===== config.mk =====
export PLATFORM = sky130hd
export DESIGN_NAME = truth_table_sweeper_flat
export DESIGN_NICKNAME = d
export VERILOG_FILES = /design/src/rtl/truth_table_sweeper_if.sv /design/src/rtl/truth_table_sweeper.sv /design/src/flat_wrapper.sv
export SDC_FILE = /design/constraint.sdc
export NUM_CORES = 1
export LEC_CHECK = 0
export ABC_AREA = 1
export CAP_MARGIN = 5
export CORE_MARGIN = 5
export CORE_UTILIZATION = 52
export CTS_BUF_LIST = sky130_fd_sc_hd__clkbuf_16
export CTS_CLUSTER_SIZE = 20
export DETAILED_ROUTE_END_ITERATION = 7
export GPL_TIMING_DRIVEN = 0
export HOLD_SLACK_MARGIN = 0.03
export PLACE_DENSITY = 0.82
export SYNTH_ARGS = -nofsm -noshare
export SYNTH_HDL_FRONTEND = slang
export SYNTH_SLANG_ARGS = --single-unit
export TNS_END_PERCENT = 20

===== constraint.sdc =====
create_clock -name clk -period 2.33 [get_ports clk]
set_input_delay 0.233 -clock clk [delete_from_list [all_inputs] [get_ports clk]]
set_output_delay 0.233 -clock clk [all_outputs]
set_load 0.05 [all_outputs]

===== src/rtl/truth_table_sweeper_if.sv =====
// Bus between a sweep controller, the downstream N:1 multiplexer and the sweeper.
// The sweeper connects through the slave modport; the controller/mux side uses master.
`timescale 1ns/1ps
interface truth_table_sweeper_if #(
    parameter int SEL_W = 3
);
    localparam int N = 1 << SEL_W;

    logic             start;
    logic             abort;
    logic             f_in;
    logic [SEL_W-1:0] sel;
    logic             busy;
    logic             done;
    logic [N-1:0]     tt;
    logic [SEL_W:0]   ones;

    modport master (
        output start, abort, f_in,
        input  sel, busy, done, tt, ones
    );

    modport slave (
        input  start, abort, f_in,
        output sel, busy, done, tt, ones
    );
endinterface


===== src/rtl/truth_table_sweeper.sv =====
// Steps a multiplexer select through 0..N-1, capturing F at each setting into a
// truth table and counting its minterms; one sweep per accepted start.
`timescale 1ns/1ps
module truth_table_sweeper #(
    parameter int SEL_W = 3
) (
    input  logic                      clk,
    input  logic                      rst_n,
    truth_table_sweeper_if.slave      bus
);
    localparam int N = 1 << SEL_W;
    localparam logic [SEL_W-1:0] LAST_SEL = {SEL_W{1'b1}};

    localparam logic [1:0] S_IDLE  = 2'd0;
    localparam logic [1:0] S_SWEEP = 2'd1;
    localparam logic [1:0] S_DONE  = 2'd2;

    logic [1:0]       state;
    logic [SEL_W-1:0] sel_q;
    logic [N-1:0]     tt_q;
    logic [SEL_W:0]   ones_q;
    logic             busy_q;
    logic             done_q;

    // busy/done are flops of their own so they never glitch on state decode.
    always_ff @(posedge clk or negedge rst_n) begin
        if (!rst_n) begin
            state  <= S_IDLE;
            sel_q  <= '0;
            tt_q   <= '0;
            ones_q <= '0;
            busy_q <= 1'b0;
            done_q <= 1'b0;
        end else begin
            case (state)
                S_IDLE: begin
                    done_q <= 1'b0;
                    if (bus.start && !bus.abort) begin
                        state  <= S_SWEEP;
                        sel_q  <= '0;
                        tt_q   <= '0;
                        ones_q <= '0;
                        busy_q <= 1'b1;
                    end
                end
                S_SWEEP: begin
                    // The current select is always captured, even on the abort cycle.
                    tt_q[sel_q] <= bus.f_in;
                    ones_q      <= ones_q + (SEL_W+1)'(bus.f_in);
                    if (bus.abort) begin
                        state  <= S_IDLE;
                        sel_q  <= '0;
                        busy_q <= 1'b0;
                    end else if (sel_q == LAST_SEL) begin
                        state  <= S_DONE;
                        sel_q  <= '0;
                        busy_q <= 1'b0;
                        done_q <= 1'b1;
                    end else begin
                        sel_q <= sel_q + 1'b1;
                    end
                end
                S_DONE: begin
                    state  <= S_IDLE;
                    done_q <= 1'b0;
                end
                default: begin
                    state  <= S_IDLE;
                    sel_q  <= '0;
                    busy_q <= 1'b0;
                    done_q <= 1'b0;
                end
            endcase
        end
    end

    assign bus.sel  = sel_q;
    assign bus.tt   = tt_q;
    assign bus.ones = ones_q;
    assign bus.busy = busy_q;
    assign bus.done = done_q;
endmodule


===== src/flat_wrapper.sv =====
// flat-port wrapper written by rule: the top's interface ports become plain ports
module truth_table_sweeper_flat 
#(
    parameter int SEL_W = 3
)
  (clk, rst_n, bus_start, bus_abort, bus_f_in, bus_sel, bus_busy, bus_done, bus_tt, bus_ones);
  truth_table_sweeper_if #(.SEL_W(SEL_W)) bus_i ();
  input  logic clk;
  input  logic rst_n;
  input wire logic [$bits(bus_i.start)-1:0] bus_start;
  input wire logic [$bits(bus_i.abort)-1:0] bus_abort;
  input wire logic [$bits(bus_i.f_in)-1:0] bus_f_in;
  output wire logic [$bits(bus_i.sel)-1:0] bus_sel;
  output wire logic [$bits(bus_i.busy)-1:0] bus_busy;
  output wire logic [$bits(bus_i.done)-1:0] bus_done;
  output wire logic [$bits(bus_i.tt)-1:0] bus_tt;
  output wire logic [$bits(bus_i.ones)-1:0] bus_ones;
  assign bus_i.start = bus_start;
  assign bus_i.abort = bus_abort;
  assign bus_i.f_in = bus_f_in;
  assign bus_sel = bus_i.sel;
  assign bus_busy = bus_i.busy;
  assign bus_done = bus_i.done;
  assign bus_tt = bus_i.tt;
  assign bus_ones = bus_i.ones;
  truth_table_sweeper #(.SEL_W(SEL_W)) u_core (.clk(clk), .rst_n(rst_n), .bus(bus_i));
endmodule

== Yosys cells after proc, flatten, opt, wreduce, memory -nomap -nowiden ==
Cells that the tools add are included.

* Register bits: 19
* Latch bits: 0
* RAM bits: 0
* ROM bits: 0
* Output and inout port bits: 17
* Logic and storage cells: 50
* Memories: 0

* $add $sub $neg: 2
* Multipliers: 0
* Div/mod/pow operators: 0
* Order comparisons: 2
* Eq/ne operators: 7
* Shift operators: 0
* Multiplexer cells: 22
* Bitwise operators: 1
* Reduce and logical (&&, ||, !) cells: 10

{| class="wikitable"
|+ Operators by type and width
! operator !! number
|-
| case mux 8 bit (2 select lines) || 1
|-
| two-way mux 3 bit || 3
|-
| case mux 3 bit (3 select lines) || 1
|-
| bitwise mux 8 bit || 1
|-
| two-way mux 8 bit || 1
|-
| case mux 4 bit (2 select lines) || 1
|-
| AND reduction 2 bit || 4
|-
| two-way mux 1 bit || 7
|-
| two-way mux 2 bit || 3
|-
| adder 4 x 1 -> 4 bit || 1
|-
| less-than comparator 3 x 4 -> 1 bit (second input constant) || 1
|-
| two-way mux 4 bit || 1
|-
| inequality test 2 x 1 -> 1 bit (second input constant) || 2
|-
| case mux 2 bit (2 select lines) || 1
|-
| adder 3 x 1 -> 3 bit (second input constant) || 1
|-
| demux 1 bit (select 3 bit) || 1
|-
| equality test 3 bit (second input constant) || 1
|-
| greater-or-equal comparator 3 x 1 -> 1 bit (second input constant) || 1
|-
| inequality test 3 x 2 -> 1 bit (second input constant) || 1
|-
| case mux 1 bit (3 select lines) || 1
|-
| AND reduction 3 bit || 1
|-
| equality test 2 x 1 -> 1 bit (second input constant) || 1
|-
| equality test 2 bit (second input constant) || 1
|-
| logical AND 1 bit || 2
|-
| 5 further kinds || 5
|}

== Logic depth before layout (Yosys ltp) ==
Gate-level depths: netlist of run 1.

* Depth after elaboration: 6
* Gate-level depth with buffers: 7

== Worst setup path after synthesis of run 1 ==
OpenSTA, ideal clock, no wires.

* Path type: register -> register
* Start point: register u_core.sel_q[0] (netlist: u_core.bus.sel[0])
* End point: register u_core.busy_q (netlist: u_core.bus.busy)
* Setup time: 66 ps
* Data arrival time: 1373 ps
* Path slack: 890 ps
* Cell stages (with the launch flop): 8
* Path buffers: 0
* Period minus slack after synthesis: 1440 ps
* Path through: dfrtp_1 > ha_1 > ha_1 > inv_1 > nand3_1 > nand2_1 > nand2_1 > nand2_1

* Word-level cells in the longest chain between the ends: 3

{| class="wikitable"
|+ Ends and longest elaborated chain
! item !! line !! text
|-
| start: declaration || truth_table_sweeper.sv:19 || <nowiki>logic [SEL_W-1:0] sel_q;</nowiki>
|-
| start signal: assignment || truth_table_sweeper.sv:60 || <nowiki>sel_q <= sel_q + 1'b1;</nowiki>
|-
| equality test 3 bit || truth_table_sweeper.sv:54 || <nowiki>end else if (sel_q == LAST_SEL) begin</nowiki>
|-
| inequality test 3 x 2 -> 1 bit (no line) || - ||
|-
| AND reduction 3 bit (no line) || - ||
|-
| end signal: assignment || truth_table_sweeper.sv:53 || <nowiki>busy_q <= 1'b0;</nowiki>
|-
| end signal: assignment || truth_table_sweeper.sv:57 || <nowiki>busy_q <= 1'b0;</nowiki>
|-
| end signal: assignment || truth_table_sweeper.sv:70 || <nowiki>busy_q <= 1'b0;</nowiki>
|-
| end: declaration || truth_table_sweeper.sv:22 || <nowiki>logic busy_q;</nowiki>
|}

No other way between the ends.
A chain may end at the register's enable or synchronous reset.

== Worst setup path after layout of run 1 ==
* Start point: register u_core.ones_q[2] (netlist: u_core.bus.ones[2])
* End point: output port bus_ones[2]

{| class="wikitable"
|+ RTL lines
! item !! line !! text
|-
| start: declaration || truth_table_sweeper.sv:21 || <nowiki>logic [SEL_W:0] ones_q;</nowiki>
|-
| start signal: assignment || truth_table_sweeper.sv:49 || <nowiki>ones_q <= ones_q + (SEL_W+1)'(bus.f_in);</nowiki>
|-
| end: declaration || flat_wrapper.sv:17 || <nowiki>output wire logic [$bits(bus_i.ones)-1:0] bus_ones;</nowiki>
|}

No word-level cell between the ends.

==> results of run 1 <==
[sequential cells by signal, summed over array words and instances (netlist names)]
name / cells
u_core.bus.tt: 8
u_core.bus.ones: 4
u_core.bus.sel: 3
u_core.state: 2
u_core.bus.busy: 1
u_core.bus.done: 1
[path summary, 6_finish.rpt]
| check | startpoint | to | slack [ps] | cells past startpoint |
|---|---|---|---|---|
| max | u_core.bus.ones[2] | bus_ones[2] | 580 | 1 |
| min in group clk | u_core.bus.tt[0] | u_core.bus.tt[0] | 470 | 2 |
| min reg2reg | u_core.bus.tt[0] | u_core.bus.tt[0] | 470 | 2 |
| max in group asynchronous | rst_n | u_core.bus.ones[1] | 1340 | 1 |
| min | rst_n | u_core.bus.tt[7] | 470 | 1 |
| max reg2reg | u_core.bus.sel[0] | u_core.bus.busy | 1030 | 7 |
[Yosys cell counts, drive strengths merged]
library cell / count
a21oi: 2
buf: 4
dfrtp: 19
ha: 4
inv: 9
nand2: 50
nand3: 16
nand4: 9
nor2: 4
o21ai: 5
[cell type report]
cell class / count / area [um^2] / area share (%)
buffer: 4 / 22.5 / 1.74
inverter: 9 / 33.8 / 2.61
clock inverter: 1 / 3.75 / 0.290
tap: 25 / 31.3 / 2.42
clock buffer: 3 / 75.1 / 5.80
timing repair buffer: 21 / 210 / 16.2
multi-input combinational: 90 / 442 / 34.1
sequential: 19 / 475 / 36.8
[kinds of logic (layout without fill, tap and decap cells)]
family / count (synthesis) / count (layout)
and+or+nand+nor: 79 / 79
DFF: 19 / 19
buffers and inverters: 13 / 38
AOI/OAI and AO/OA: 7 / 7
adders and majority gates: 4 / 4
[where the power goes]
part	switching, mW	internal (mW)	leakage [nW]	total (mW)
clock	0.124	0.228	0.0423	0.352
combinational	0.222	0.0992	0.350	0.321
sequential	0.0265	0.361	0.258	0.388
[through the flow]
stage | std cells | hold WS, ps
final | 172 | 466
after global routing | 172 | 497
after CTS | 172 | 471
after detailed placement | 168 | 458
after global placement | 168 | 455
after floorplan | 122 | -62.6
[layer usage]
metal	share of wire [%]	track usage, %
met5	0	0
met4	1.7	8.51
met3	5.1	3.66
met2	48	30.8
met1	46	23.0
==> flow_metrics.tcl, run 1 <==
set metrics [dict create \
    status "completed" \
    post_cts_buffers 0 \
    synth_compound_area_share_pct 3.60 \
    yosysTopAreaCell "dfrtp_1" \
    synth_top_family_by_area "simple AND/OR/NAND/NOR gates" \
    grt_pass1_wl_mm 3.77 \
    ctsHoldBuffers 0 \
    ys_seq_elements 19 \
    final_layout_size_suffix_gt1_share_pct 7.48 \
    initial_core_util_pct 55.8 \
    setup_ws_ps 583 \
    cp_slowest_cell "clkdlybuf4s50_1" \
    post-route-period-util_pct 75.0 \
    synth_xor_area_share_pct 0 \
    fmax_ghz 0.573 \
    cap_viol_max_count 0 \
    hold_viol_final 0 \
    mostFrequentLayoutCells "nand2_1, clkdlybuf4s50_1, dfrtp_1, nand3_1" \
    final_common_cell "nand2_1" \
    grt_pass1_vias 861 \
    fillCellCount 145 \
    slew_headroom_pct 43.3 \
    drc 0 \
    drt_wl_total_mm 2.18 \
    p_leak_nw 0.651 \
    drt_iter0_drc 29 \
    final_nets 157 \
    crit_arrival_ps 1510 \
    drv_slew 0 \
    synth_cell_types 15 \
    synth-seq-area-share_pct 48.8 \
    antenna_cells 0 \
    clock_skew_ps 2.51 \
    ios 22 \
    grt_max_degree 20 \
    grt_overflow_total 0 \
    grt_usage_pct 18.6 \
    period_minus_slack_ps 1750 \
    syn_inst 122 \
    cts_made_buffers 3 \
    muxShareOfSynthArea_pct 0 \
    vdd_drop_max_v 0.000521 \
    syn_to_final_growth_pct 32.9 \
    rsz0062_at_grt "false" \
    cts_num_sinks 19 \
    synth_area_um2 973 \
    first_pass_iters 4 \
    dpl_cell_area_um2 1210 \
    powerDensity_nw_per_um2 820 \
    final_area_um2 1290 \
    clk_pin_slew_ps 60 \
    die_x_um 53.3 \
    yosys.area_share.adder_pct 5.14 \
    final_util_pct 74.1 \
    viasPerCell 5.24 \
    yosys-top-cells-area "dfrtp_1, nand2_1, nand3_1, nand4_1, ha_1" \
    power_mw 1.06 \
    crit_path_start_kind "register" \
    dp_hpwl_mm 1.52 \
    yosys_warnings 0 \
    critPathBufInv 1 \
    tritoncts "yes" \
    worstPathRequired_ps 2100 \
    cp_slowest_stage_delay_ps 840 \
    synth-simple-area-share_pct 36.6 \
    cts-htree-levels 1 \
    worst_pin_slew_ps 848 \
    insertion_delay_ps 250 \
    antenna_left 0 \
    avgSynthCellArea_um2 7.98 \
    path_max_fanout 5 \
    cts-root-buf "clkbuf_16" \
    yosys.area.top_type_share_pct 48.8 \
    path_class "register to output pin" \
    hold_class "input port to asynchronous set/reset pin" \
    final-setup-viol-count 0 \
    critical-path-top-delay-family "buffers and inverters" \
    path_cells "clkdlybuf4s50_1" \
    setup_tns_ps 0 \
    rows 15 \
    cts_buffer_depth 2 \
    cts_resized 0 \
    die_h_um 53.3 \
    antenna_found_initial 0 \
    vias 902 \
    core_region_area_um2 1750 \
    place_ws_ps 812 \
    portBuffers 21 \
    crit_path_end_kind "output pin" \
    synth_nets 131 \
    die_area_um2 2840 \
    gp_congestion 0.851 \
    drt-wirelength-per-cell_um 12.7 \
]
No activity file was read; power rests on OpenSTA's default activity.
==> run 2, diff against run 1 <==
CORE_UTILIZATION = 44   (was 52)
PLACE_DENSITY = 0.74   (was 0.82)
clock period = 1.6 ns   (was 2.33 ns; I/O delays follow)
==> flow_metrics.tcl, run 2 (same netlist as run 1, synthesis figures left out) <==
set metrics [dict create \
    final_nets 157 \
    period_minus_slack_ps 1560 \
    power_mw 1.56 \
    rsz0062_at_grt "false" \
    path_max_fanout 2 \
    first_pass_iters 6 \
    r2r-end "u_core.bus.sel[0]" \
    tritoncts "yes" \
    clk_pin_slew_ps 60 \
    drt_wl_total_mm 2.36 \
    rrSetupSlack_ps 280 \
    post-route-period-util_pct 97.2 \
    slew_headroom_pct 42.2 \
    cp_slowest_stage_delay_ps 800 \
    cts-htree-levels 1 \
    largest_reg_flops 8 \
    die_area_um2 3250 \
    viasPerCell 5.23 \
    worstPathRequired_ps 1440 \
    final_common_cell "nand2_1" \
    hold_viol_final 0 \
    place_ws_ps 143 \
    vias 916 \
    p_leak_nw 0.793 \
    grt_pass1_vias 917 \
    die_x_um 57.0 \
    vdd_drop_max_v 0.000768 \
    clock_skew_ps 5.78 \
    hold_class "input port to asynchronous set/reset pin" \
    initial_core_util_pct 44.9 \
    path_class "register to output pin" \
    path_cells "clkdlybuf4s50_1" \
    rr_startpoint "u_core.bus.sel[0]" \
    critical-path-top-delay-family "buffers and inverters" \
    crit_arrival_ps 1400 \
    grt_pass1_wl_mm 4.11 \
    grt_max_degree 20 \
    setup_tns_ps 0 \
    critPathBufInv 1 \
    powerDensity_nw_per_um2 1190 \
    crit_path_start_kind "register" \
    mostFrequentLayoutCells "nand2_1, dfrtp_1, nand3_1, nand4_1" \
    status "completed" \
    antenna_found_initial 0 \
    antenna_cells 0 \
    grt_usage_pct 15.8 \
    die_h_um 57.0 \
    crit_path_end_kind "output pin" \
    gp_congestion 0.798 \
    core_region_area_um2 2170 \
    insertion_delay_ps 250 \
    rows 17 \
    final_layout_size_suffix_gt1_share_pct 8.16 \
    dp_hpwl_mm 1.57 \
    cts_num_sinks 19 \
    ios 22 \
    r2r_cells 5 \
    cap_viol_max_count 0 \
    setup_ws_ps 44.9 \
    cts_made_buffers 3 \
    cp_slowest_cell "clkdlybuf4s50_1" \
    multi_input_area_um2 442 \
    fmax_ghz 0.643 \
    drc 0 \
    cts_buffer_depth 2 \
    worst_pin_slew_ps 864 \
    portBuffers 21 \
    fillCellCount 202 \
    grt_overflow_total 0 \
    drv_slew 0 \
    post_cts_buffers 0 \
    final_util_pct 60.3 \
    antenna_left 0 \
    final-setup-viol-count 0 \
    drt_iter0_drc 20 \
    drt-wirelength-per-cell_um 13.5 \
    ff_latch_area_um2 475 \
    syn_to_final_growth_pct 34.4 \
    cts-root-buf "clkbuf_16" \
]
run 2: changes by cell type in the layout (fill, tap and decap cells not counted), sizes merged:
cell	before	now
clkdlybuf4s50	21	8
dlymetal6s2s	0	7
dlygate4sd2	0	6
clkinv	0	1
inv	10	9
run 2: layout make-up:
class,count,area share [%]
Buffer,4,1.72
Tap cell,28,2.68
Clock buffer,3,5.74
Clock inverter,1,0.382
Inverter,9,2.58
Timing Repair Buffer,21,16.8
Sequential cell,19,36.3
Multi-Input combinational cell,90,33.7
run 2: power by group:
group,switching (mW),internal [mW]
sequential,0.0415,0.526
clock,0.189,0.335
combinational,0.331,0.133
run 2: worst max path at each step:
stage | from | to | slack [ps] | cells past startpoint
floorplan | u_core.bus.sel[0] | u_core.bus.busy | 160 | 7
global placement | bus_abort | u_core.bus.tt[3] | 180 | 7
detailed placement | bus_abort | u_core.bus.tt[5] | 140 | 7
CTS | u_core.bus.ones[0] | bus_ones[0] | 0.4 | 1
global route | u_core.bus.done | bus_done | 8 | 1
finish | u_core.bus.done | bus_done | 40 | 1
run 2: metrics by stage:
| stage | hold slack, ps | std cells | cell area [um^2] |
|---|---|---|---|
| after floorplan | -136 | 122 | 973 |
| after global placement | 455 | 171 | 1220 |
| after detailed placement | 457 | 171 | 1220 |
| after CTS | 442 | 175 | 1290 |
| after global routing | 483 | 175 | 1310 |
| final | 394 | 175 | 1310 |
run 2: repair_timing:
action / CTS / global route
hold buffers: 0 / 0
pin swaps: 0 / 0
gates resized for setup: 6 / 7
endpoints found under the setup margin: 6 / 7
endpoints found under the hold margin: 0 / 0
run 2: per-layer routing:
metal	GRT usage, %	up-vias	wire, um
met3	3.62	7	84
met4	6.62	0	53
li1	-	452	-
met5	0	-	0
met1	20.2	437	1070
met2	25.8	20	1160
==> run 3, diff against run 2 <==
CORE_MARGIN = 1.5   (was 5)
SKIP_LAST_GASP = 1   (was unset)
==> flow_metrics.tcl, run 3 (same netlist as run 1, synthesis figures left out) <==
set metrics [dict create \
    grt_pass1_wl_mm 3.73 \
    cp_slowest_cell "clkdlybuf4s50_1" \
    fmax_ghz 0.617 \
    final_util_pct 64.2 \
    die_area_um2 2500 \
    final_layout_size_suffix_gt1_share_pct 7.48 \
    portBuffers 21 \
    fillCellCount 168 \
    slew_headroom_pct 42.4 \
    clock_skew_ps 4.99 \
    dpl_cell_area_um2 1220 \
    crit_arrival_ps 1460 \
    grt_pass1_vias 833 \
    grt_overflow_total 0 \
    cts-htree-levels 1 \
    cts_num_sinks 19 \
    dp_hpwl_mm 1.45 \
    vias 901 \
    ff_latch_area_um2 475 \
    insertion_delay_ps 250 \
    final_common_cell "nand2_1" \
    critPathBufInv 1 \
    final_area_um2 1300 \
    drt_iter0_drc 16 \
    final_nets 157 \
    rows 16 \
    powerDensity_nw_per_um2 1170 \
    viasPerCell 5.18 \
    ios 22 \
    critical-path-top-delay-family "buffers and inverters" \
    tritoncts "yes" \
    drc 0 \
    path_max_fanout 5 \
    initial_core_util_pct 48.1 \
    cp_slowest_stage_delay_ps 820 \
    period_minus_slack_ps 1620 \
    final-setup-viol-count 1 \
    hold_viol_final 0 \
    status "finished, violations left" \
    die_h_um 50.0 \
    cts_buffer_depth 2 \
    antenna_found_initial 0 \
    gp_congestion 0.820 \
    worstPathRequired_ps 1440 \
    setup_tns_ps -21.8 \
    first_pass_iters 4 \
    post_cts_buffers 0 \
    path_cells "clkdlybuf4s50_1" \
    vdd_drop_max_v 0.000785 \
    gr-usage-met3_pct 3.03 \
    cap_viol_max_count 0 \
    use_met1_pct 26.4 \
    antenna_cells 0 \
    core_region_area_um2 2020 \
    worst_pin_slew_ps 861 \
    multi_input_area_um2 442 \
    post-route-period-util_pct 101 \
    largest_reg_flops 8 \
    grt_usage_pct 19.0 \
    die_x_um 50.0 \
    path_class "register to output pin" \
    cts_made_buffers 3 \
    drt-wirelength-per-cell_um 11.6 \
    antenna_left 0 \
    gr-usage-met2_pct 30.5 \
    grt-busiest-layer "met2" \
    violations "negative setup slack" \
    setup_ws_ps -21.8 \
    crit_path_end_kind "output pin" \
    hold_class "input port to asynchronous set/reset pin" \
    rsz0062_at_grt "true" \
    mostFrequentLayoutCells "nand2_1, clkdlybuf4s50_1, dfrtp_1, nand3_1" \
    syn_to_final_growth_pct 33.3 \
    p_leak_nw 0.669 \
    cts-root-buf "clkbuf_16" \
    drt_wl_total_mm 2.02 \
    grt_max_degree 20 \
    clk_pin_slew_ps 60 \
    crit_path_start_kind "register" \
    drv_slew 0 \
]
-- run 3: cell count changes in the layout (fill, tap and decap cells not counted) --
cell | before | now
clkdlybuf4s50_1 | 8 | 19
dlymetal6s2s_1 | 7 | 1
dlygate4sd2_1 | 6 | 1
clkinv_2 | 1 | 0
inv_1 | 8 | 9
-- run 3: metal layers --
| metal | share of wire (%) | wire (um) | vias up |
|---|---|---|---|
| met2 | 48 | 969 | 17 |
| met3 | 3.2 | 64 | 4 |
| met1 | 48 | 961 | 427 |
| met5 | 0 | 0 | - |
| met4 | 1.0 | 21 | 0 |
| li1 | - | - | 453 |
-- run 3: final cells by class --
class,instances,area share [%]
plain buffers,4,1.74
clock buffers,3,5.79
clock inverters,1,0.289
inverters,9,2.60
multi-input cells,90,34.0
flip-flops and latches,19,36.6
well taps,27,2.60
repair buffers,21,16.3
-- run 3: worst paths after layout --
check / cells past startpoint / slack (ps) / to / from
setup / recovery: 1 / -20 / bus_ones[2] / u_core.bus.ones[2]
hold / removal: 1 / 400 / u_core.bus.tt[3] / rst_n
setup reg to reg: 5 / 280 / u_core.bus.sel[0] / u_core.bus.sel[0]
hold reg to reg: 2 / 470 / u_core.bus.tt[6] / u_core.bus.tt[6]
max in group asynchronous: 1 / 660 / u_core.bus.ones[0] / rst_n
min in group clk: 2 / 470 / u_core.bus.tt[6] / u_core.bus.tt[6]
-- run 3: timing repair --
item | CTS | global route
resized for setup | 1 | 1
hold endpoints to repair | 0 | 0
endpoints found under the setup margin | 5 | 8
hold buffers | 0 | 0
-- run 3: report_power, final --
part / switching, mW / total [mW] / internal [mW]
Sequential: 0.0389 / 0.565 / 0.526
Clock: 0.172 / 0.505 / 0.332
Combinational: 0.316 / 0.454 / 0.138
Total: 0.527 / 1.52 / 0.996
-- run 3: per-stage QoR --
stage          hold slack [ps]  worst slack (ps)  instances  total power, mW
4_1_cts                    439             -37.3        174             1.53
5_1_grt                    483             -68.8        174             1.61
6_report                   404             -21.8        174             1.52
3_3_place_gp               454               162        170             1.03
3_5_place_dp               459               154        170             1.04
2_1_floorplan             -136               160        122            0.885
